$ cat src/rtl/riscof_sig_monitor_pkg.sv
// Shared types and defaults for the riscof compliance-run monitor.
// Console cell default exists only with RISCOF_SIG_MON_CONSOLE_EN.
package riscof_sig_monitor_pkg;

    typedef enum logic [2:0] {
        S_RUN,
        S_CHECK,
        S_REQ,
        S_WAIT,
        S_EMIT,
        S_DONE
    } state_e;

    localparam logic [1:0] STAT_RUN     = 2'd0;
    localparam logic [1:0] STAT_PASS    = 2'd1;
    localparam logic [1:0] STAT_TIMEOUT = 2'd2;
    localparam logic [1:0] STAT_ERR     = 2'd3;

    localparam logic [31:0] HALT_ADDR_DEF      = 32'h001F_FFF4;
    localparam logic [31:0] SIG_END_ADDR_DEF   = 32'h001F_FFF8;
    localparam logic [31:0] SIG_START_ADDR_DEF = 32'h001F_FFFC;
`ifdef RISCOF_SIG_MON_CONSOLE_EN
    localparam logic [31:0] CONSOLE_ADDR_DEF   = 32'h001F_FFF0;
`endif

endpackage

$ cat src/rtl/riscof_console_fifo.sv
// Sync FIFO for console bytes; DEPTH must be a power of two.
// Built only when RISCOF_SIG_MON_CONSOLE_EN is defined.
`ifdef RISCOF_SIG_MON_CONSOLE_EN
module riscof_console_fifo #(
    parameter int WIDTH = 8,
    parameter int DEPTH = 16
) (
    input  logic             clk_i,
    input  logic             rst_i,
    input  logic             push_i,
    input  logic [WIDTH-1:0] data_i,
    input  logic             pop_i,
    output logic [WIDTH-1:0] data_o,
    output logic             full_o,
    output logic             empty_o
);
    localparam int AW = $clog2(DEPTH);

    logic [WIDTH-1:0] r_mem [DEPTH];
    logic [AW:0]      r_wp;
    logic [AW:0]      r_rp;

    assign empty_o = (r_wp == r_rp);
    assign full_o  = (r_wp[AW] != r_rp[AW]) &&
                     (r_wp[AW-1:0] == r_rp[AW-1:0]);
    assign data_o  = r_mem[r_rp[AW-1:0]];

    always_ff @(posedge clk_i) begin
        if (push_i && !full_o)
            r_mem[r_wp[AW-1:0]] <= data_i;
    end

    always_ff @(posedge clk_i or posedge rst_i) begin
        if (rst_i) begin
            r_wp <= '0;
            r_rp <= '0;
        end else begin
            if (push_i && !full_o)
                r_wp <= r_wp + 1'b1;
            if (pop_i && !empty_o)
                r_rp <= r_rp + 1'b1;
        end
    end

endmodule
`endif

$ cat src/rtl/riscof_sig_monitor.sv
// Snoops halt/signature MMIO cells, enforces a timeout and streams the signature.
// Optional console byte stream under RISCOF_SIG_MON_CONSOLE_EN.
module riscof_sig_monitor
    import riscof_sig_monitor_pkg::*;
#(
    parameter int DATA_WIDTH     = 32,
    parameter int ADDR_WIDTH     = 32,
    parameter logic [ADDR_WIDTH-1:0] HALT_ADDR      = ADDR_WIDTH'(HALT_ADDR_DEF),
    parameter logic [ADDR_WIDTH-1:0] SIG_END_ADDR   = ADDR_WIDTH'(SIG_END_ADDR_DEF),
    parameter logic [ADDR_WIDTH-1:0] SIG_START_ADDR = ADDR_WIDTH'(SIG_START_ADDR_DEF),
`ifdef RISCOF_SIG_MON_CONSOLE_EN
    parameter logic [ADDR_WIDTH-1:0] CONSOLE_ADDR   = ADDR_WIDTH'(CONSOLE_ADDR_DEF),
`endif
    parameter int TIMEOUT        = 1000000,
    parameter int MAX_SIG_WORDS  = 65536
) (
    input  logic                    clk_i,
    input  logic                    rst_i,
    input  logic                    snoop_req_i,
    input  logic [DATA_WIDTH/8-1:0] snoop_we_i,
    input  logic [ADDR_WIDTH-1:0]   snoop_addr_i,
    input  logic [DATA_WIDTH-1:0]   snoop_wdata_i,
    output logic                    mem_req_o,
    output logic [ADDR_WIDTH-1:0]   mem_addr_o,
    input  logic                    mem_rvalid_i,
    input  logic [DATA_WIDTH-1:0]   mem_rdata_i,
    input  logic                    mem_err_i,
    output logic                    sig_valid_o,
    output logic [DATA_WIDTH-1:0]   sig_data_o,
    input  logic                    sig_ready_i,
`ifdef RISCOF_SIG_MON_CONSOLE_EN
    output logic                    console_valid_o,
    output logic [7:0]              console_data_o,
    input  logic                    console_ready_i,
`endif
    output logic                    done_o,
    output logic [1:0]              status_o,
    output logic [ADDR_WIDTH-1:0]   sig_count_o
);
    localparam int CW = (TIMEOUT > 1) ? $clog2(TIMEOUT) : 1;

    state_e                r_state;
    logic [CW-1:0]         r_cnt;
    logic [ADDR_WIDTH-1:0] r_start;
    logic [ADDR_WIDTH-1:0] r_end;
    logic [ADDR_WIDTH-1:0] r_cur;

    logic                  w_wr;
    logic                  w_halt;
    logic [ADDR_WIDTH-1:0] w_words;
    logic [ADDR_WIDTH-1:0] w_next;
    logic                  w_bad;
    logic [1:0]            w_pass_stat;

    assign w_wr    = snoop_req_i && (&snoop_we_i);
    assign w_halt  = w_wr && (snoop_addr_i == HALT_ADDR) &&
                     (snoop_wdata_i == DATA_WIDTH'(1));
    assign w_words = (r_end - r_start) >> 2;
    assign w_next  = r_cur + ADDR_WIDTH'(4);
    assign w_bad   = (r_start[1:0] != 2'b00) || (r_end[1:0] != 2'b00) ||
                     (r_start > r_end) ||
                     (w_words > ADDR_WIDTH'(MAX_SIG_WORDS));

`ifdef RISCOF_SIG_MON_CONSOLE_EN
    logic w_con_push;
    logic w_con_full;
    logic w_con_empty;
    logic r_ovf;

    assign w_con_push = snoop_req_i && snoop_we_i[0] &&
                        (snoop_addr_i == CONSOLE_ADDR);
    assign console_valid_o = !w_con_empty;
    assign w_pass_stat = r_ovf ? STAT_ERR : STAT_PASS;

    riscof_console_fifo #(.WIDTH(8), .DEPTH(16)) u_console_fifo (
        .clk_i   (clk_i),
        .rst_i   (rst_i),
        .push_i  (w_con_push),
        .data_i  (snoop_wdata_i[7:0]),
        .pop_i   (console_valid_o && console_ready_i),
        .data_o  (console_data_o),
        .full_o  (w_con_full),
        .empty_o (w_con_empty)
    );

    always_ff @(posedge clk_i or posedge rst_i) begin
        if (rst_i)
            r_ovf <= 1'b0;
        else if (w_con_push && w_con_full)
            r_ovf <= 1'b1;
    end
`else
    assign w_pass_stat = STAT_PASS;
`endif

    always_ff @(posedge clk_i or posedge rst_i) begin
        if (rst_i) begin
            r_state     <= S_RUN;
            r_cnt       <= '0;
            r_start     <= '0;
            r_end       <= '0;
            r_cur       <= '0;
            mem_req_o   <= 1'b0;
            mem_addr_o  <= '0;
            sig_valid_o <= 1'b0;
            sig_data_o  <= '0;
            done_o      <= 1'b0;
            status_o    <= STAT_RUN;
            sig_count_o <= '0;
        end else begin
            unique case (r_state)
                S_RUN: begin
                    r_cnt <= r_cnt + 1'b1;
                    if (w_wr && snoop_addr_i == SIG_START_ADDR)
                        r_start <= ADDR_WIDTH'(snoop_wdata_i);
                    if (w_wr && snoop_addr_i == SIG_END_ADDR)
                        r_end <= ADDR_WIDTH'(snoop_wdata_i);
                    // halt has priority over a coincident timeout
                    if (w_halt) begin
                        r_state <= S_CHECK;
                    end else if (r_cnt == CW'(TIMEOUT - 1)) begin
                        r_state  <= S_DONE;
                        done_o   <= 1'b1;
                        status_o <= STAT_TIMEOUT;
                    end
                end
                S_CHECK: begin
                    if (w_bad) begin
                        r_state  <= S_DONE;
                        done_o   <= 1'b1;
                        status_o <= STAT_ERR;
                    end else if (r_start == r_end) begin
                        r_state  <= S_DONE;
                        done_o   <= 1'b1;
                        status_o <= w_pass_stat;
                    end else begin
                        r_state    <= S_REQ;
                        r_cur      <= r_start;
                        mem_req_o  <= 1'b1;
                        mem_addr_o <= r_start;
                    end
                end
                S_REQ: begin
                    mem_req_o <= 1'b0;
                    r_state   <= S_WAIT;
                end
                S_WAIT: begin
                    if (mem_rvalid_i) begin
                        if (mem_err_i) begin
                            r_state  <= S_DONE;
                            done_o   <= 1'b1;
                            status_o <= STAT_ERR;
                        end else begin
                            r_state     <= S_EMIT;
                            sig_data_o  <= mem_rdata_i;
                            sig_valid_o <= 1'b1;
                        end
                    end
                end
                S_EMIT: begin
                    if (sig_ready_i) begin
                        sig_valid_o <= 1'b0;
                        sig_count_o <= sig_count_o + 1'b1;
                        r_cur       <= w_next;
                        if (w_next == r_end) begin
                            r_state  <= S_DONE;
                            done_o   <= 1'b1;
                            status_o <= w_pass_stat;
                        end else begin
                            r_state    <= S_REQ;
                            mem_req_o  <= 1'b1;
                            mem_addr_o <= w_next;
                        end
                    end
                end
                S_DONE: begin
                    r_state <= S_DONE;
                end
                default: begin
                    r_state <= S_RUN;
                end
            endcase
        end
    end

endmodule
$ cat config.mk
export PLATFORM = sky130hd
export DESIGN_NAME = riscof_sig_monitor
export DESIGN_NICKNAME = d
export VERILOG_FILES = /design/src/rtl/riscof_sig_monitor_pkg.sv /design/src/rtl/riscof_console_fifo.sv /design/src/rtl/riscof_sig_monitor.sv
export SDC_FILE = /design/constraint.sdc
export NUM_CORES = 1
export LEC_CHECK = 0
export BUFFER_PORTS_ARGS = -buffer_cell sky130_fd_sc_hd__buf_2
export CORE_ASPECT_RATIO = 1.75
export CORE_MARGIN = 2
export CORE_UTILIZATION = 34
export CTS_CLUSTER_DIAMETER = 100
export DETAILED_ROUTE_END_ITERATION = 7
export GPL_ROUTABILITY_DRIVEN = 1
export GPL_TIMING_DRIVEN = 0
export PLACE_DENSITY_LB_ADDON = 0.25
export RECOVER_POWER = 100
export REMOVE_ABC_BUFFERS = 1
export SLEW_MARGIN = 0
export SYNTH_ARGS = -nofsm -noshare
export SYNTH_HDL_FRONTEND = slang
export SYNTH_SLANG_ARGS = --single-unit
$ cat constraint.sdc
create_clock -name clk_i -period 7.5 [get_ports clk_i]
set_input_delay 0.75 -clock clk_i [delete_from_list [all_inputs] [get_ports clk_i]]
set_output_delay 0.75 -clock clk_i [all_outputs]
set_load 0.01 [all_outputs]
==> results of run 1 <==
-- power groups by stage --
| stage | logic, W | clock network (W) | registers [W] |
|---|---|---|---|
| after floorplan | 0.000690 | 0 | 0.00167 |
| after global placement | 0.00114 | 0 | 0.00164 |
| after detailed placement | 0.00119 | 0 | 0.00165 |
| after CTS | 0.00120 | 0.00121 | 0.00163 |
| after global routing | 0.00120 | 0.00126 | 0.00167 |
| final | 0.00109 | 0.00118 | 0.00163 |
-- path summary, 6_finish.rpt --
kind                                        end       startpoint
worst max-delay path             mem_addr_o[24]        r_end[11]
worst min-delay path             sig_data_o[23]  mem_rdata_i[23]
worst max register to register   mem_addr_o[24]        r_end[11]
worst min register to register         r_cnt[5]         r_cnt[5]
max in group asynchronous            r_start[4]            rst_i
min in group asynchronous       sig_count_o[28]            rst_i
-- flip-flops by register name (all words and copies together), names as in the netlist --
name,flops
mem_addr_o,32
r_cur,32
r_end,32
r_start,32
sig_count_o,32
sig_data_o,32
r_cnt,20
r_state,3
status_o,2
done_o,1
mem_req_o,1
sig_valid_o,1
-- placed cells by master (no fill, tap or decap), drive strengths merged, types with 6 or more instances in the layout --
| cell | instances |
|---|---|
| dfrtp | 220 |
| clkbuf | 147 |
| mux2 | 136 |
| nand2 | 127 |
| buf | 109 |
| nor2 | 79 |
| a21oi | 68 |
| o21ai | 66 |
| xnor2 | 64 |
| nand4 | 50 |
| inv | 50 |
| xor2 | 43 |
| nand3 | 39 |
| ha | 35 |
| and3 | 27 |
| nor4 | 24 |
| nand2b | 23 |
| a31oi | 17 |
| o211ai | 14 |
| a221o | 13 |
| nor3 | 13 |
| a21o | 12 |
| and4 | 11 |
| nand3b | 10 |
| nor2b | 9 |
| mux2i | 9 |
| nor3b | 9 |
| and2 | 8 |
| o21a | 7 |
| or3 | 7 |
| o2111ai | 6 |
-- worst max-delay path: cells and delay by family, from the launching register on --
kind / cells / cell delay [ps]
buffers and inverters: 1 / 280
DFF: 1 / 450
muxes: 1 / 350
AOI/OAI and AO/OA: 2 / 1540
and+or+nand+nor: 6 / 2540
adders and majority gates: 1 / 540
-- per-layer routing --
layer / share of wire (%) / global-route usage [%] / vias to the layer above
met5: 0 / 0 / -
met2: 51 / 34.76 / 330
met1: 39 / 21.94 / 5371
met4: 5.8 / 10.23 / 0
met3: 4.2 / 2.257 / 90
li1: - / - / 5275
-- layout make-up --
cell class                 count  area [um2]  area share, %
timing repair buffer         218        1017          6.618
tap                          490       613.1          3.989
antenna                        1       2.502        0.01628
sequential                   220        5505          35.82
clock buffer                  38       754.5          4.909
inverter                      50       187.7          1.221
multi-input combinational   1010        7257          47.22
clock inverter                 5       32.53         0.2117
-- kinds of logic (layout without fill, tap and decap cells) --
logic type	count (synthesis)	after routing	synth area share, %
buf+inv	124	311	3.965
simple gates	456	456	17.91
compound gates	262	262	13.07
xor+xnor	112	112	7.837
other cells	0	1	0
flops	220	220	41.05
fa+ha+maj	35	35	3.265
mux	145	145	12.90
-- metrics by stage --
step	instances	utilization [%]	setup slack, ps
2_1_floorplan	1280	-	728.9
3_3_place_gp	1976	37.69	-1991
3_5_place_dp	1988	38.18	2016
4_1_cts	2031	40.19	2013
5_1_grt	2032	39.37	1430
6_report	2032	39.37	1645
==> results_dict.tcl, run 1 <==
set metrics [dict create \
    yosysSeqAreaShare_pct 41.05 \
    grt_usage_pct 19.18 \
    h-tree-depth 1 \
    drtPass1Iterations 5 \
    num_vias 11070 \
    asyncSetResetFlopFracSynth_pct 100.0 \
    internal-power_w 0.002569 \
    ys_ff_latch 220 \
    path_clk_slew_ps 60 \
    drv_slew 171 \
    crit_fanout 20 \
    cap_violations 3 \
    first_iter_violations 670 \
    status "complete, but fails checks" \
    place_area_um2 14900 \
    power_frac_comb_pct 27.9 \
    fp.dieW_um 154.1 \
    viasPerCell 5.446 \
    worst_path_max_delay_cell "o21ai_1" \
    gp_congestion 0.9033 \
    io_buffers 206 \
    synth_ff_type "dfrtp_1" \
    grt_pass1_vias 11250 \
    pwr-share-seq_pct 41.8 \
    rsz0062_at_grt "no" \
    ant_nets 0 \
    cts_buffers 24 \
    dieArea_um2 41110 \
    final_cell_area_um2 15370 \
    clock_path_buffers 3 \
    cts.sink_count 220 \
    synth_edf_count 0 \
    yosysTopAreaCellShare_pct 41.05 \
    period_needed_ps 5855 \
    antenna_found_initial 3 \
    fillCellCount 3903 \
    fin_skew_ps 6.875 \
    holdWs_ps 455.5 \
    cts-hold-fix-buffers 0 \
    syn_avg_cell_area_um2 9.905 \
    violations "max-capacitance violations, max-slew violations" \
    slowest_delay_ps 1340 \
    die_h_um 266.7 \
    grt_max_degree 125 \
    netlist_area_um2 13410 \
    yosysUniqueCellTypes 84 \
    synthTopCellsByArea "dfrtp_1, mux2_2, xnor2_1" \
    yosys_warnings 0 \
    netSwitchingFraction_pct 34.12 \
    synth.largest_area_cell "dfrtp_1" \
    io_pins 207 \
    finalHoldViolCount 0 \
    crit_path_start_kind "flop" \
    wl_mm 39.91 \
    cts_tree "built" \
    postCtsSetupBuffers 0 \
    drive_above_1_share_pct 18.43 \
    wl_per_cell_um 19.64 \
    insertion_delay_ps 520 \
    cp.required_ps 7910 \
    rrSetupSlack_ps 1640 \
    hold_path.class "input port to flop" \
    start_util_pct 34.36 \
    leakagePower_nw 6.952 \
    cp.arrival_ps 6260 \
    finalSetupViolations 0 \
    peakVddDrop_mv 0.1785 \
    synth.most_common_cell "dfrtp_1" \
    worst_pin_slew_ps 4811 \
    dp_hpwl_mm 30.85 \
    crit_chain "ha_1, nand4_1, nor4_1, nand4_1, nor4_1, nor2b_1, a21boi_0, and4_1, o21ai_1, buf_12, mux2_2" \
    slew_headroom_pct -220.7 \
    core_um2 39040 \
    synthTopCellsByCount "dfrtp_1, nand2_1, mux2_2, nor2_1, a21oi_1" \
    core.rowCount 96 \
    switchingPower_w 0.001331 \
    finalPower_w 0.003900 \
    reg2reg_depth 11 \
    fin_tns_setup_ps 0 \
    grt_first_pass_wirelength_mm 62.61 \
    p_clk_share_pct 30.3 \
    grt_overflow 0 \
    whs_path_depth 2 \
    end_kind "flop" \
    cts_resized 0 \
    p_per_area_nw_per_um2 253.7 \
    drc 0 \
    fmax_mhz 170.8 \
    syn_to_final_growth_pct 14.60 \
    clockRootBuffer "clkbuf_16" \
    critPathKind "flop to flop" \
    postSynthCellCount 1354 \
    final.period_utilization_pct 78.07 \
    nets 1665 \
]
(Power assumes the default switching activity.)
==> run 2: changes to the inputs <==
--- a/config.mk
+++ b/config.mk
@@ -5,6 +5,7 @@
 export SDC_FILE = /design/constraint.sdc
 export NUM_CORES = 1
 export LEC_CHECK = 0
+export ABC_AREA = 1
 export BUFFER_PORTS_ARGS = -buffer_cell sky130_fd_sc_hd__buf_2
 export CORE_ASPECT_RATIO = 1.75
 export CORE_MARGIN = 2
==> constraint.sdc (replaced) <==
create_clock -name clk_i -period 4.9 [get_ports clk_i]
set_input_delay 0.49 -clock clk_i [delete_from_list [all_inputs] [get_ports clk_i]]
set_output_delay 0.49 -clock clk_i [all_outputs]
set_load 0.01 [all_outputs]
==> run 2 against run 1 <==
- the run still ends with max-capacitance violations, max-slew violations left
- hold slack worse by 280 ps
- maximum frequency grew 36%
- register-to-register slack got worse by 1100 ps
- sequential share of layout area down 1.5 points
- first-iteration DRC count fell by 15%
- final cell count rose by 33%
- power up 82%
- count of clock-buffer cells in the layout is 6 lower
- die area up 3.8%
- global-route usage up 0.99 points
- routed wire length grew 6.7%
- largest power group unchanged
==> results_dict.tcl, run 2 <==
set metrics [dict create \
    finalPower_w 0.007097 \
    postSynthCellCount 1934 \
    fmax_mhz 231.9 \
    fin_skew_ps 24.30 \
    finalSetupViolations 0 \
    first_iter_violations 570 \
    cts_buffers 23 \
    worst_path_max_delay_cell "nor2_1" \
    path_clk_slew_ps 60 \
    layout_common_cells "nand2_1, inv_1, dfrtp_1, nor2_1, clkbuf_1" \
    asyncSetResetFlopFracSynth_pct 100.0 \
    critPathKind "flop to flop" \
    die_h_um 271.8 \
    viasPerCell 4.713 \
    fp.dieW_um 157.1 \
    crit_cells 16 \
    reg2reg_depth 16 \
    p_clk_share_pct 26.6 \
    wl_mm 42.58 \
    layout_commonest_cell "nand2_1" \
    io_buffers 206 \
    dieArea_um2 42690 \
    io_pins 207 \
    stdcell_count 2704 \
    netSwitchingFraction_pct 39.44 \
    synth_ff_type "dfrtp_1" \
    yosysUniqueCellTypes 41 \
    synthTopCellsByCount "nand2_1, inv_1, dfrtp_1, nor2_1, nand3_1" \
    internal-power_w 0.004298 \
    crit_fanout 34 \
    num_vias 12740 \
    cp_top_family "simple AND/OR/NAND/NOR gates" \
    final.period_utilization_pct 88.01 \
    whs_path_depth 2 \
    clock_path_buffers 3 \
    grt_usage_pct 20.17 \
    synth.most_common_cell "nand2_1" \
    h-tree-depth 1 \
    fin_tns_setup_ps 0 \
    cp.required_ps 5360 \
    yosys_warnings 0 \
    drive_above_1_share_pct 9.619 \
    p_per_area_nw_per_um2 442.7 \
    cts.sink_count 220 \
    gp_congestion 0.9519 \
    syn_to_final_growth_pct 15.04 \
    crit_chain "ha_1, nand3_2, nor2_1, xnor2_1, inv_1, nand2_1, nand3_1, nor2_1, nand3_1, nor2_1, nand2_1, nand2_1, nand2_4, nand2_4, nand2_1, nand2_1" \
    slew_headroom_pct -25.07 \
    cp.arrival_ps 4770 \
    pwr-share-seq_pct 38.4 \
    dp_cells 2661 \
    cts-hold-fix-buffers 1 \
    hold_path.class "input port to flop" \
    violations "max-capacitance violations, max-slew violations" \
    cts_resized 0 \
    peakVddDrop_mv 0.3554 \
    drc 0 \
    cts_tree "built" \
    path_common_cell "nand2_1" \
    leakagePower_nw 8.509 \
    rsz0062_at_grt "no" \
    worst_pin_slew_ps 1866 \
    grt_pass1_vias 12740 \
    synthTopCellsByArea "dfrtp_1, nand2_1, inv_1" \
    drtPass1Iterations 5 \
    holdWs_ps 174.8 \
    wl_per_cell_um 15.75 \
    finalHoldViolCount 0 \
    core.rowCount 98 \
    syn_avg_cell_area_um2 7.206 \
    start_util_pct 34.24 \
    grt_first_pass_wirelength_mm 67.20 \
    grt_max_degree 100 \
    status "complete, but fails checks" \
    switchingPower_w 0.002799 \
    ys_ff_latch 220 \
    core_um2 40710 \
    netlist_area_um2 13940 \
    end_kind "flop" \
    antenna_found_initial 2 \
    ant_nets 0 \
    postCtsSetupBuffers 0 \
    crit_path_start_kind "flop" \
    nets 2278 \
    insertion_delay_ps 550 \
    grt_overflow 0 \
    slowest_delay_ps 750 \
    power_frac_comb_pct 35.1 \
    dp_hpwl_mm 33.41 \
    clockRootBuffer "clkbuf_16" \
    drv_slew 39 \
    synth_edf_count 0 \
    period_needed_ps 4312 \
    yosysSeqAreaShare_pct 39.50 \
    critPathBufInv 1 \
    synth.largest_area_cell "dfrtp_1" \
    cap_violations 1 \
    yosysTopAreaCellShare_pct 39.50 \
]
## run 2: kinds of logic after synthesis
kind of cell | after synthesis | synth area share, %
AOI/OAI and AO/OA | 176 | 7.379
xor gates and xnor gates | 66 | 4.148
adders and majority gates | 35 | 3.142
buffers and inverters | 348 | 9.920
DFF | 220 | 39.50
muxes | 36 | 2.882
and+or+nand+nor | 1053 | 33.03
## run 2: layer usage
layer	part of all wire [%]	global-route usage (%)	vias up
li1	-	-	6446
met1	36	20.71	5885
met2	53	38.35	303
met3	4.5	2.864	107
met4	6.7	11.36	2
met5	0.026	0	-
## run 2: final cells by class
| cell class | instances | area, um2 |
|---|---|---|
| Sequential cell | 220 | 5505 |
| Fill cell | 4434 | 24680 |
| Clock buffer | 32 | 639.4 |
| Antenna cell | 2 | 5.005 |
| Inverter | 311 | 1169 |
| Timing Repair Buffer | 215 | 1027 |
| Multi-Input combinational cell | 1366 | 6852 |
| Tap cell | 550 | 688.2 |
| Clock inverter | 8 | 147.6 |
## run 2: per-stage QoR
stage,setup slack [ps],area [um2],util [%]
global route,126.9,16030,39.38
CTS,570.9,16460,40.42
global placement,-4534,15440,37.93
finish,587.8,16030,39.38
detailed placement,585.5,15660,38.47
floorplan,-1611,13720,-
## run 2: power groups by stage
stage / logic, W / clock network (W) / registers, W
after floorplan: 0.00170 / 0 / 0.00282
after global placement: 0.00274 / 0 / 0.00274
after detailed placement: 0.00281 / 0 / 0.00274
after CTS: 0.00282 / 0.00195 / 0.00272
after global routing: 0.00285 / 0.00202 / 0.00280
final: 0.00249 / 0.00188 / 0.00272
## run 2: path summary, 6_finish.rpt
path                                     start              end  slack, ps
worst max-delay path                  r_cur[2]   mem_addr_o[13]        590
worst min-delay path            mem_rdata_i[5]    sig_data_o[5]        170
worst max register to register        r_cur[2]   mem_addr_o[13]        590
worst min register to register  mem_addr_o[18]   mem_addr_o[18]        470
max in group asynchronous                rst_i         r_cur[9]       2300
min in group asynchronous                rst_i  sig_count_o[24]        990
==> run 3: changes to the inputs <==
--- a/config.mk
+++ b/config.mk
@@ -6,12 +6,13 @@
 export NUM_CORES = 1
 export LEC_CHECK = 0
 export ABC_AREA = 1
-export BUFFER_PORTS_ARGS = -buffer_cell sky130_fd_sc_hd__buf_2
-export CORE_ASPECT_RATIO = 1.75
+export CORE_ASPECT_RATIO = 0.8
 export CORE_MARGIN = 2
 export CORE_UTILIZATION = 34
 export CTS_CLUSTER_DIAMETER = 100
+export CTS_CLUSTER_SIZE = 28
 export DETAILED_ROUTE_END_ITERATION = 7
+export DONT_BUFFER_PORTS = 1
 export GPL_ROUTABILITY_DRIVEN = 1
 export GPL_TIMING_DRIVEN = 0
 export PLACE_DENSITY_LB_ADDON = 0.25
==> run 3 against run 2 <==
- the flow still finishes with violations (max-capacitance violations, max-slew violations)
- critical path depth decreased by 8
- clock power decreased by 39%
- via count decreased by 7.3%
- clock skew increased by 23 ps
- flip-flop and latch count unchanged
- power decreased by 15%
- non-clock buffer count decreased by 210
- cell area decreased by 8.7%
- utilization decreased by 3.3 points
- hold slack got worse by 91 ps
- final cell count decreased by 8.9%
- critical endpoint is now r_cur[7]
- largest cell class unchanged
- largest power group unchanged
- highest routed layer is now met4
==> results_dict.tcl, run 3 (synthesis gave the netlist of run 2 again) <==
set metrics [dict create \
    fmax_mhz 232.2 \
    grt_pass1_vias 10830 \
    reg2reg_depth 8 \
    clockRootBuffer "clkbuf_16" \
    layout_commonest_cell "nand2_1" \
    grt_usage_pct 18.48 \
    fp.dieW_um 230.4 \
    finalHoldViolCount 0 \
    wl_per_cell_um 16.52 \
    num_vias 11820 \
    place_area_um2 14520 \
    cts-hold-fix-buffers 0 \
    nets 2058 \
    drv_slew 223 \
    place_ws_ps -88.15 \
    switchingPower_w 0.002539 \
    gp_congestion 0.9351 \
    rsz0062_at_grt "no" \
    dp_hpwl_mm 32.78 \
    period_needed_ps 4306 \
    p_clk_share_pct 18.8 \
    first_iter_violations 989 \
    grt_first_pass_wirelength_mm 61.60 \
    insertion_delay_ps 510 \
    wl_mm 40.68 \
    cp.arrival_ps 4700 \
    viasPerCell 4.798 \
    power_frac_comb_pct 32.4 \
    final_cell_area_um2 14640 \
    endpoint "r_cur[7]" \
    hold_path.class "input port to flop" \
    worst_pin_slew_ps 2501 \
    layout_common_cells "nand2_1, inv_1, dfrtp_1, nor2_1, nand3_1" \
    pwr-share-seq_pct 48.8 \
    io_buffers 0 \
    path_common_cell "nand2_4" \
    postCtsSetupBuffers 0 \
    crit_fanout 61 \
    finalSetupViolations 0 \
    fin_skew_ps 47.57 \
    core.rowCount 66 \
    slew_headroom_pct -66.72 \
    final.period_utilization_pct 87.88 \
    leakagePower_nw 7.739 \
    syn_to_final_growth_pct 5.010 \
    violations "max-capacitance violations, max-slew violations" \
    grt_overflow 0 \
    drive_above_1_share_pct 4.429 \
    end_kind "flop" \
    status "complete, but fails checks" \
    path_clk_slew_ps 120 \
    die_h_um 185.1 \
    slowest_delay_ps 1060 \
    ant_nets 0 \
    crit_chain "nor2_4, nand2_4, clkinv_1, nand2_2, nand2_1, a21oi_1, nand2_4, o21ai_0" \
    cts_tree "built" \
    drc 0 \
    drtPass1Iterations 5 \
    start_util_pct 34.37 \
    fin_tns_setup_ps 0 \
    wl_met1_mm 20.50 \
    netSwitchingFraction_pct 42.02 \
    internal-power_w 0.003503 \
    fin_ws_ps 594.1 \
    fillCellCount 4402 \
    stdcell_count 2463 \
    h-tree-depth 1 \
    cts_buffers 12 \
    fin_util_pct 36.10 \
    dieArea_um2 42640 \
    cts.sink_count 220 \
    cp_top_family "simple AND/OR/NAND/NOR gates" \
    critical_path.startpoint "r_state[0]" \
    met2WireLength_mm 16.75 \
    cap_violations 2 \
    rrSetupSlack_ps 590 \
    cp.required_ps 5300 \
    core_um2 40550 \
    critPathBufInv 1 \
    whs_path_depth 2 \
    dp_cells 2446 \
    highest_layer "met4" \
    crit_path_start_kind "flop" \
    clock_path_buffers 3 \
    io_pins 207 \
    antenna_found_initial 0 \
    critPathKind "flop to flop" \
    peakVddDrop_mv 0.3177 \
    crit_cells 8 \
    timing.rr.end "r_cur[7]" \
    route.met3.wl_mm 3.118 \
    grt_max_degree 119 \
    r2r_start "r_state[0]" \
    worst_path_max_delay_cell "clkinv_1" \
    insertedDiodeCount 0 \
    p_per_area_nw_per_um2 412.9 \
]
[run 3: how the worst min path moves through the flow]
| stage | startpoint | to |
|---|---|---|
| floorplan | r_cnt[19] | r_cnt[19] |
| global placement | r_cnt[4] | r_cnt[4] |
| detailed placement | r_cnt[19] | r_cnt[19] |
| CTS | rst_i | sig_data_o[23] |
| global route | snoop_wdata_i[25] | r_start[25] |
| finish | snoop_wdata_i[27] | r_end[27] |
[run 3: final cells by class]
| cell class | instances | area [um2] | area share (%) |
|---|---|---|---|
| well taps | 544 | 680.7 | 4.651 |
| clock inverters | 3 | 40.04 | 0.2736 |
| multi-input cells | 1367 | 6858 | 46.86 |
| inverters | 311 | 1171 | 8.002 |
| clock buffers | 13 | 325.3 | 2.223 |
| flip-flops and latches | 220 | 5505 | 37.62 |
| repair buffers | 5 | 55.05 | 0.3762 |
[run 3: routing by layer]
| layer | vias to the layer above | GRT usage (%) |
|---|---|---|
| li1 | 5994 | - |
| met1 | 5508 | 28.38 |
| met2 | 299 | 26.94 |
| met3 | 16 | 4.249 |
| met4 | 0 | 1.910 |
| met5 | - | 0 |
[run 3: metrics by stage]
stage / hold WS [ps] / power (W)
2_1_floorplan: 441.8 / 0.004518
3_3_place_gp: 479.9 / 0.005084
3_5_place_dp: 479.2 / 0.005143
4_1_cts: 15.14 / 0.006296
5_1_grt: 80.36 / 0.006523
6_report: 83.43 / 0.006043
[run 3: power groups by stage]
stage               Combinational, W  Sequential (W)  Clock (W)
floorplan                    0.00170         0.00282          0
global placement             0.00209         0.00299          0
detailed placement           0.00214         0.00300          0
CTS                          0.00215         0.00297    0.00118
global route                 0.00226         0.00303    0.00124
finish                       0.00196         0.00295    0.00114
[run 3: worst register-to-register path: stages (launching register included)]
cell and delay, ps:
dfrtp_1 520, nor2_4 70, nand2_4 290, clkinv_1 1080, nand2_2 980, nand2_1 140
a21oi_1 370, nand2_4 400, o21ai_0 350
[run 3: what timing repair did]
action                                  in CTS  in global routing
endpoints found under the setup margin      32                 32
gates resized for setup                      1                  0
pin swaps                                    0                  1
gates cloned                                 0                  1
